--- src/rtl/row_norm_sqrt.sv ---
// Row-wise Euclidean norm of a 4x4 signed weight matrix: sequential sum of squares
// followed by a restoring bit-serial integer square root, clamped to the signed output range.
module row_norm_sqrt #(
    parameter int W = 26
) (
    input  logic                clk_sqrt,
    input  logic                rst_sqrt,
    input  logic                start_sqrt,
    input  logic signed [W-1:0] w_in11,
    input  logic signed [W-1:0] w_in12,
    input  logic signed [W-1:0] w_in13,
    input  logic signed [W-1:0] w_in14,
    input  logic signed [W-1:0] w_in21,
    input  logic signed [W-1:0] w_in22,
    input  logic signed [W-1:0] w_in23,
    input  logic signed [W-1:0] w_in24,
    input  logic signed [W-1:0] w_in31,
    input  logic signed [W-1:0] w_in32,
    input  logic signed [W-1:0] w_in33,
    input  logic signed [W-1:0] w_in34,
    input  logic signed [W-1:0] w_in41,
    input  logic signed [W-1:0] w_in42,
    input  logic signed [W-1:0] w_in43,
    input  logic signed [W-1:0] w_in44,
    output logic        [W-1:0] norm1,
    output logic        [W-1:0] norm2,
    output logic        [W-1:0] norm3,
    output logic        [W-1:0] norm4,
    output logic        [3:0]   zero_flag,
    output logic        [3:0]   sat_flag,
    output logic                busy,
    output logic                done
);

    localparam logic [1:0]   ST_IDLE     = 2'd0;
    localparam logic [1:0]   ST_SQ       = 2'd1;
    localparam logic [1:0]   ST_ROOT     = 2'd2;
    localparam logic [1:0]   ST_STORE    = 2'd3;
    localparam int           AW          = 2 * W + 2;
    localparam int           RW          = W + 4;
    localparam logic [4:0]   ROOT_LAST_C = 5'(W);
    localparam logic [W-1:0] NORM_MAX_C  = {1'b0, {(W-1){1'b1}}};

    logic [1:0]          state_r;
    logic [1:0]          row_r;
    logic [1:0]          col_r;
    logic [4:0]          step_r;
    logic signed [W-1:0] w_r [16];
    // Radicand doubles as the isqrt shift register; its top bit stays clear after accumulation.
    logic [AW-1:0]       acc_r;
    logic [RW-1:0]       rem_r;
    logic [W:0]          root_r;
    logic [W-1:0]        norm_sh_r [3];
    logic [2:0]          zero_sh_r;
    logic [2:0]          sat_sh_r;

    logic signed [W-1:0]   w_sel_s;
    logic signed [2*W-1:0] w_ext_s;
    logic signed [2*W-1:0] sq_s;
    logic [RW-1:0]         rem_shift_s;
    logic [RW-1:0]         trial_s;
    logic [RW-1:0]         rem_next_s;
    logic                  ge_s;
    logic                  sat_s;
    logic                  zero_s;
    logic [W-1:0]          norm_calc_s;

    // Square of the selected element, one isqrt step, and the clamp of the finished root
    always_comb begin
        w_sel_s     = w_r[{row_r, col_r}];
        w_ext_s     = {{W{w_sel_s[W-1]}}, w_sel_s};
        sq_s        = w_ext_s * w_ext_s;
        rem_shift_s = (rem_r << 2) | {{(RW-2){1'b0}}, acc_r[AW-1:AW-2]};
        trial_s     = {{(RW-W-3){1'b0}}, root_r, 2'b01};
        ge_s        = (rem_shift_s >= trial_s);
        if (ge_s) begin
            rem_next_s = rem_shift_s - trial_s;
        end else begin
            rem_next_s = rem_shift_s;
        end
        sat_s  = (root_r > {1'b0, NORM_MAX_C});
        zero_s = (root_r == {(W+1){1'b0}});
        if (sat_s) begin
            norm_calc_s = NORM_MAX_C;
        end else begin
            norm_calc_s = root_r[W-1:0];
        end
    end

    // Sequencer, datapath registers and coherent output update
    always_ff @(posedge clk_sqrt or posedge rst_sqrt) begin
        if (rst_sqrt) begin
            state_r   <= ST_IDLE;
            row_r     <= 2'd0;
            col_r     <= 2'd0;
            step_r    <= 5'd0;
            acc_r     <= {AW{1'b0}};
            rem_r     <= {RW{1'b0}};
            root_r    <= {(W+1){1'b0}};
            zero_sh_r <= 3'd0;
            sat_sh_r  <= 3'd0;
            for (int i = 0; i < 16; i++) w_r[i] <= {W{1'b0}};
            for (int i = 0; i < 3; i++) norm_sh_r[i] <= {W{1'b0}};
            norm1     <= {W{1'b0}};
            norm2     <= {W{1'b0}};
            norm3     <= {W{1'b0}};
            norm4     <= {W{1'b0}};
            zero_flag <= 4'd0;
            sat_flag  <= 4'd0;
            busy      <= 1'b0;
            done      <= 1'b0;
        end else begin
            case (state_r)
                ST_IDLE: begin
                    done <= 1'b0;
                    if (start_sqrt) begin
                        w_r[0]  <= w_in11;  w_r[1]  <= w_in12;  w_r[2]  <= w_in13;  w_r[3]  <= w_in14;
                        w_r[4]  <= w_in21;  w_r[5]  <= w_in22;  w_r[6]  <= w_in23;  w_r[7]  <= w_in24;
                        w_r[8]  <= w_in31;  w_r[9]  <= w_in32;  w_r[10] <= w_in33;  w_r[11] <= w_in34;
                        w_r[12] <= w_in41;  w_r[13] <= w_in42;  w_r[14] <= w_in43;  w_r[15] <= w_in44;
                        row_r   <= 2'd0;
                        col_r   <= 2'd0;
                        acc_r   <= {AW{1'b0}};
                        busy    <= 1'b1;
                        state_r <= ST_SQ;
                    end
                end
                ST_SQ: begin
                    acc_r <= acc_r + {2'b00, sq_s};
                    col_r <= col_r + 2'd1;
                    if (col_r == 2'd3) begin
                        rem_r   <= {RW{1'b0}};
                        root_r  <= {(W+1){1'b0}};
                        step_r  <= 5'd0;
                        state_r <= ST_ROOT;
                    end
                end
                ST_ROOT: begin
                    rem_r  <= rem_next_s;
                    root_r <= {root_r[W-1:0], ge_s};
                    acc_r  <= acc_r << 2;
                    step_r <= step_r + 5'd1;
                    if (step_r == ROOT_LAST_C) begin
                        state_r <= ST_STORE;
                    end
                end
                ST_STORE: begin
                    case (row_r)
                        2'd0: begin
                            norm_sh_r[0] <= norm_calc_s;
                            zero_sh_r[0] <= zero_s;
                            sat_sh_r[0]  <= sat_s;
                        end
                        2'd1: begin
                            norm_sh_r[1] <= norm_calc_s;
                            zero_sh_r[1] <= zero_s;
                            sat_sh_r[1]  <= sat_s;
                        end
                        2'd2: begin
                            norm_sh_r[2] <= norm_calc_s;
                            zero_sh_r[2] <= zero_s;
                            sat_sh_r[2]  <= sat_s;
                        end
                        default: begin
                            // Last row goes straight to the outputs alongside the shadowed rows.
                            norm1     <= norm_sh_r[0];
                            norm2     <= norm_sh_r[1];
                            norm3     <= norm_sh_r[2];
                            norm4     <= norm_calc_s;
                            zero_flag <= {zero_s, zero_sh_r};
                            sat_flag  <= {sat_s, sat_sh_r};
                            done      <= 1'b1;
                            busy      <= 1'b0;
                        end
                    endcase
                    row_r <= row_r + 2'd1;
                    col_r <= 2'd0;
                    acc_r <= {AW{1'b0}};
                    if (row_r == 2'd3) begin
                        state_r <= ST_IDLE;
                    end else begin
                        state_r <= ST_SQ;
                    end
                end
                default: begin
                    state_r <= ST_IDLE;
                end
            endcase
        end
    end

endmodule

--- config.mk ---
export PLATFORM = sky130hd
export DESIGN_NAME = row_norm_sqrt
export DESIGN_NICKNAME = d
export VERILOG_FILES = /design/src/rtl/row_norm_sqrt.sv
export SDC_FILE = /design/constraint.sdc
export NUM_CORES = 2
export LEC_CHECK = 0
export CAP_MARGIN = 15
export CORE_AREA = 2 2 266 399
export CTS_BUF_LIST = sky130_fd_sc_hd__clkbuf_8
export CTS_CLUSTER_SIZE = 10
export DETAILED_ROUTE_END_ITERATION = 7
export DIE_AREA = 0 0 268 401
export GPL_ROUTABILITY_DRIVEN = 0
export GPL_TIMING_DRIVEN = 1
export PLACE_DENSITY = 0.85
export SLEW_MARGIN = 20
export SYNTH_ARGS = -nofsm -noshare
export SYNTH_HDL_FRONTEND = slang
export SYNTH_SLANG_ARGS = --single-unit
--- constraint.sdc ---
create_clock -name clk_sqrt -period 31.8 [get_ports clk_sqrt]
set_clock_uncertainty 0.05 [all_clocks]
set_input_delay 3.18 -clock clk_sqrt [delete_from_list [all_inputs] [get_ports clk_sqrt]]
set_output_delay 3.18 -clock clk_sqrt [all_outputs]
set_load 0.005 [all_outputs]
---- Word level (Yosys, flattened, before mapping) ----
Index checks and enable logic that the tools add are counted.
word-level totals
  flip-flop bits (word level) ............. 734
  logic and storage cells ................. 108
  bits of input ports ..................... 419
  output and inout port bits .............. 114
operators by class
  multiply operators ...................... 1
  reductions and logical operators ........ 18
  order comparisons ....................... 3
  $add $sub $neg .......................... 5
  multiplexer cells ....................... 26
  equal/unequal tests ..................... 12
  bitwise gates (word level) .............. 3
operators by type and width
  cell                    count
  $pmux W54 S4            1
  $bmux W26 S4            1
  $mux W26                3
  $mux W28                2
  $pmux W28 S2            1
  $add A54 B52 Y54        1
  $mux W54                1
  $pmux W27 S2            1
  $mul A26 B26 Y52        1
  $ge A30 B29 Y1          1
  $or A30 B2 Y30          1
  $sub A28 B28 Y28        1
  $gt A27 B25 Y1 const B  1
  $logic_not A27 Y1       1
  $mux W27                1
  $reduce_and A2 Y1       9
  $eq A2 B2 Y1 const B    5
  $pmux W5 S2             1
  $mux W2                 4
  $ne A2 B2 Y1 const B    4
  $pmux W2 S4             1
  $pmux W2 S3             1
  $reduce_and A3 Y1       2
  $add A5 B1 Y5 const B   1
  14 further kinds        22

---- Depth between registers and ports, before layout ----
  depth in word-level cells ............... 7
  mapped depth ............................ 48
  gate-level depth less buffers ........... 44

---- Worst setup path before layout ----
No wires, ideal clock.
  path kind ............................... register to register
  from .................................... register col_r[0]
  to ...................................... register acc_r[52]
  data required time ...................... 31.624 ns
  data arrival time ....................... 10.435 ns
  slack ................................... 21.189 ns
  setup time .............................. 0.126 ns
  path buffers ............................ 4
  period minus slack after synthesis ...... 10.611 ns
  stages on the path, launching flop included .. 45
  cells stage by stage .................... dfrtp_1 -> clkbuf_1 -> buf_2 -> buf_2 -> mux4_2 -> nand2_1 -> nand3_1 -> o21ai_1 -> inv_1 -> buf_2 -> nand2_1 -> inv_1 -> fa_1 -> fa_1 -> inv_1 -> fa_1 -> fa_1 -> inv_1 -> [... 9 more ...] -> nor4_1 -> nor2_1 -> a221o_1 -> a31o_2 -> a21oi_1 -> nor2b_1 -> o41ai_1 -> xnor2_1 -> ha_1 -> inv_1 -> o21bai_1 -> a21oi_1 -> o21bai_1 -> a21o_1 -> a21o_1 -> a221oi_1 -> nor3_1 -> a221o_1
between the ends
  longest elaborated chain between the ends .. 7
RTL lines
  element                                       line  source
  from (decl)                                   46    logic [1:0] col_r;
  from (signal assigned)                        130   col_r <= col_r + 2'd1;
  $not A4 Y5 (not written as such)              70    w_sel_s = w_r[{row_r, col_r}];
  $bmux W26 S4                                  70
  $mux W26 (not written as such) (2 in series)  70
  $mul A26 B26 Y52                              72    sq_s = w_ext_s * w_ext_s;
  $add A54 B52 Y54                              129   acc_r <= acc_r + {2'b00, sq_s};
  $pmux W54 S4                                  113   case (state_r)
  to (signal assigned)                          123   acc_r <= {AW{1'b0}};
  to (signal assigned)                          129
  to (signal assigned)                          141   acc_r <= acc_r << 2;
  to (decl)                                     50    logic [AW-1:0] acc_r;
Every way passes these cells. The select of a mux whose other input is x is not followed.
A chain may end at the register's enable or synchronous reset.

---- Final worst setup path ----
  from .................................... register col_r[0]
  to ...................................... register acc_r[50]
Same word-level chain as after synthesis.

==> flow_summary_export.csv <==
group,metric,value,unit
run_status,status,"finished with violations",
run_status,violations,"design-rule violations",
timing,hold_slack,0.4351,ns
timing,rsz0062_at_grt,"no",
drt,num_vias,42632,
die,start_util,54.66,%
place,place.port_buffers,532,
worst_hold_path,hp-class,"reg2reg",
place,hpwl,126600,um
pwr,pwr_density_cell,27.56,nW/um^2
global_route,antenna_found_initial,65,
timing,finalCritPeriodShare,42.97,%
timing,clock.fmax,0.07318,GHz
synth,synth.distinct_cells,74,
pwr,p_leak,33.51,nW
clocking,post_cts_buffers,0,
setup_path,path_buf_inv,10,
die,die_area,107500,sq um
setup_path,crit_path_start_kind,"register",
drt,drc_errors,1,
setup_path,cpMostUsedCell,"fa_1",
setup_path,cp_slowest_cell,"dfrtp_4",
synth,synth_edf_count,0,
layout,nets,7002,
timing,hold_viol,0,
synth,synthTopCellsByArea,"dfrtp_1 32%, fa_1 23%, mux2_2 10%",
timing,drv_slew,0,
global_route,grt_max_degree,188,
die,ios,533,
drt,first_pass_iters,8,
pwr,ir_drop,0.03872,mV
layout,most-common-layout-cells,"906 x inv_1, 730 x dfrtp_1, 654 x fa_1, 532 x clkdlybuf4s50_1, 503 x mux2_2",
global_route,grt_pass1_vias,46280,
layout,final_common_cell,"inv_1",
die,core,104000,sq um
layout,syn2layout_area_growth,15.94,%
clocking,cts_root_buf,"clkbuf_8",
synth,ys_warn_count,0,
setup_path,worstPathRequired,32.44,ns
die,rows,145,
clocking,numCtsBuffers,105,
synth,ys_seq_area_share,32.32,%
timing,worstMarginPinSlew,1.126,ns
global_route,grt_remaining_overflow,0,
clocking,ctsHtreeMaxLevel,3,
synth,ys_seq_elements,734,
synth,synth_top_cell_area_share,32.32,%
timing,finalSetupViolCount,0,
timing,setup_tns,0,ns
setup_path,critical-path-top-delay-family,"adder cells",
setup_path,cp_max_fo,43,
die,die_x,268,um
clocking,ctsResizeCount,0,
drt,totalWireLength,170800,um
job,cap_viol_max_count,0,
layout,drive_gt1_share,14.81,%
synth,synth_area,56830,sq um
clocking,cts_sinks,734,
clocking,clkTransAtPathRegs,0.07,ns
setup_path,worstSetupPathType,"reg2reg",
synth,synth_top_cell_by_area,"dfrtp_1",
clocking,cts_hold_buf,0,
setup_path,end_kind,"register",
setup_path,critPathMaxStageDelay,0.98,ns
die,die_h,401,um
synth,postSynth.asyncResetShare,100.0,%
synth,synthesis.nets,6549,
synth,netlist_instances,5228,
clocking,clk_path_buf_depth,3,
drt,final_antenna_net_count,0,
timing,relSlewSlack,24.93,%
setup_path,arrival,14.30,ns
drt,wl_per_cell,23.65,um
synth,ys.flop_type,"dfrtp_1",
drt,vias_per_cell,5.904,
global_route,grt.total_usage,32.17,%
synth,synth_area_per_cell,10.87,sq um
clocking,cts_tree,"done",
timing,min_period,13.67,ns
global_route,grt_pass1_wl,260700,um
clocking,insertion_delay,0.83,ns
drt,drtIter0Drc,3947,
==> logic make-up (layout without fill, tap and decap cells) <==
family	Yosys count	count (layout)	share of synthesized area, %
compound gates	692	692	7.488
flops	734	734	32.32
fa+ha+maj	902	902	28.50
buf+inv	1112	1651	7.431
simple gates	1009	1009	7.411
xor+xnor	144	144	2.219
mux	635	635	14.63
other cells	0	58	0
==> report_power, final <==
part / internal [W] / total (W) / switching (W)
registers: 0.000934 / 0.000934 / 0
clock network: 0.000413 / 0.000807 / 0.000394
logic: 0.0000458 / 0.0000747 / 0.0000289
total: 0.00139 / 0.00182 / 0.000423
==> path summary, 6_finish.rpt <==
check | endpoint | cells after the start | slack (ns) | start
min reg2reg | norm4[9]$_DFFE_PP0P_ | 2 | 0.44 | norm4[9]$_DFFE_PP0P_
max reg2reg | acc_r[50]$_DFFE_PP0P_ | 41 | 18.13 | col_r[0]$_DFFE_PP0P_
max in group asynchronous | w_r[4]$_DFFE_PP0P_ | 4 | 26.63 | rst_sqrt
min in group asynchronous | w_r[127]$_DFFE_PP0P_ | 2 | 2.90 | rst_sqrt
min | norm4[9]$_DFFE_PP0P_ | 2 | 0.44 | norm4[9]$_DFFE_PP0P_
max | acc_r[50]$_DFFE_PP0P_ | 41 | 18.13 | col_r[0]$_DFFE_PP0P_
==> worst reg2reg max path: cells and delay by family, from the launching register on <==
kind	cells	cell delay, ns
AOI/OAI and AO/OA	12	2.40
xor gates and xnor gates	1	0.15
adders and majority gates	9	4.91
buffers and inverters	10	3.25
DFF	1	0.98
muxes	1	0.62
and+or+nand+nor	8	1.21
==> metal layers <==
metal | track usage (%) | share of wire [%] | vias up
li1 | - | - | 17928
met5 | 0 | 0.046 | -
met1 | 35.06 | 32 | 21537
met3 | 10.43 | 10 | 889
met2 | 51.40 | 48 | 2264
met4 | 25.54 | 9.3 | 14
==> through the flow <==
stage / area (sq um) / util [%] / power (W) / instances / setup slack, ns
6_report: 65880 / 63.37 / 0.001815 / 7221 / 18.13
5_1_grt: 65870 / 63.36 / 0.001870 / 7215 / 17.37
4_1_cts: 65710 / 63.21 / 0.001825 / 7163 / 18.22
3_5_place_dp: 63430 / 61.01 / 0.001026 / 6970 / 18.27
3_3_place_gp: 63430 / 61.01 / 0.001025 / 6970 / 18.58
2_1_floorplan: 56830 / - / 0.0009662 / 5228 / 7.976
==> flip-flops by register name (all words and copies together), names as in the netlist, 26 cells and up <==
signal and flops:
acc_r 54, norm1 26, norm2 26, norm3 26, norm4 26, norm_sh_r 78
rem_r 28, root_r 27, w_r 416
==> cells in the mapped netlist, drive strengths merged, types with 6 or more instances <==
cell / n
o21bai: 16
xor2: 36
o21ai: 220
nand3: 62
and2: 12
mux2i: 26
a32oi: 6
fa: 654
a22oi: 48
nor3: 10
buf: 37
mux4: 106
a211oi: 8
mux2: 503
and3: 29
dfrtp: 734
o21a: 19
a21o: 70
a31oi: 28
nand2: 460
a221o: 6
nor2: 353
o211ai: 7
nand4: 16
inv: 868
clkinv: 7
a21oi: 208
clkbuf: 200
ha: 248
nor2b: 21
nor4: 9
nand2b: 14
a31o: 6
xnor2: 108
a221oi: 7
==> final cells by class <==
| type | count | area [sq um] |
|---|---|---|
| fillers | 7517 | 38070 |
| multi-input cells | 3382 | 34300 |
| flip-flops and latches | 734 | 18380 |
| repair buffers | 583 | 5739 |
| inverters | 875 | 3292 |
| clock buffers | 128 | 1762 |
| well taps | 1396 | 1747 |
| clock inverters | 65 | 523.0 |
| diodes | 58 | 145.1 |
No activity file was read; power rests on OpenSTA's default activity.
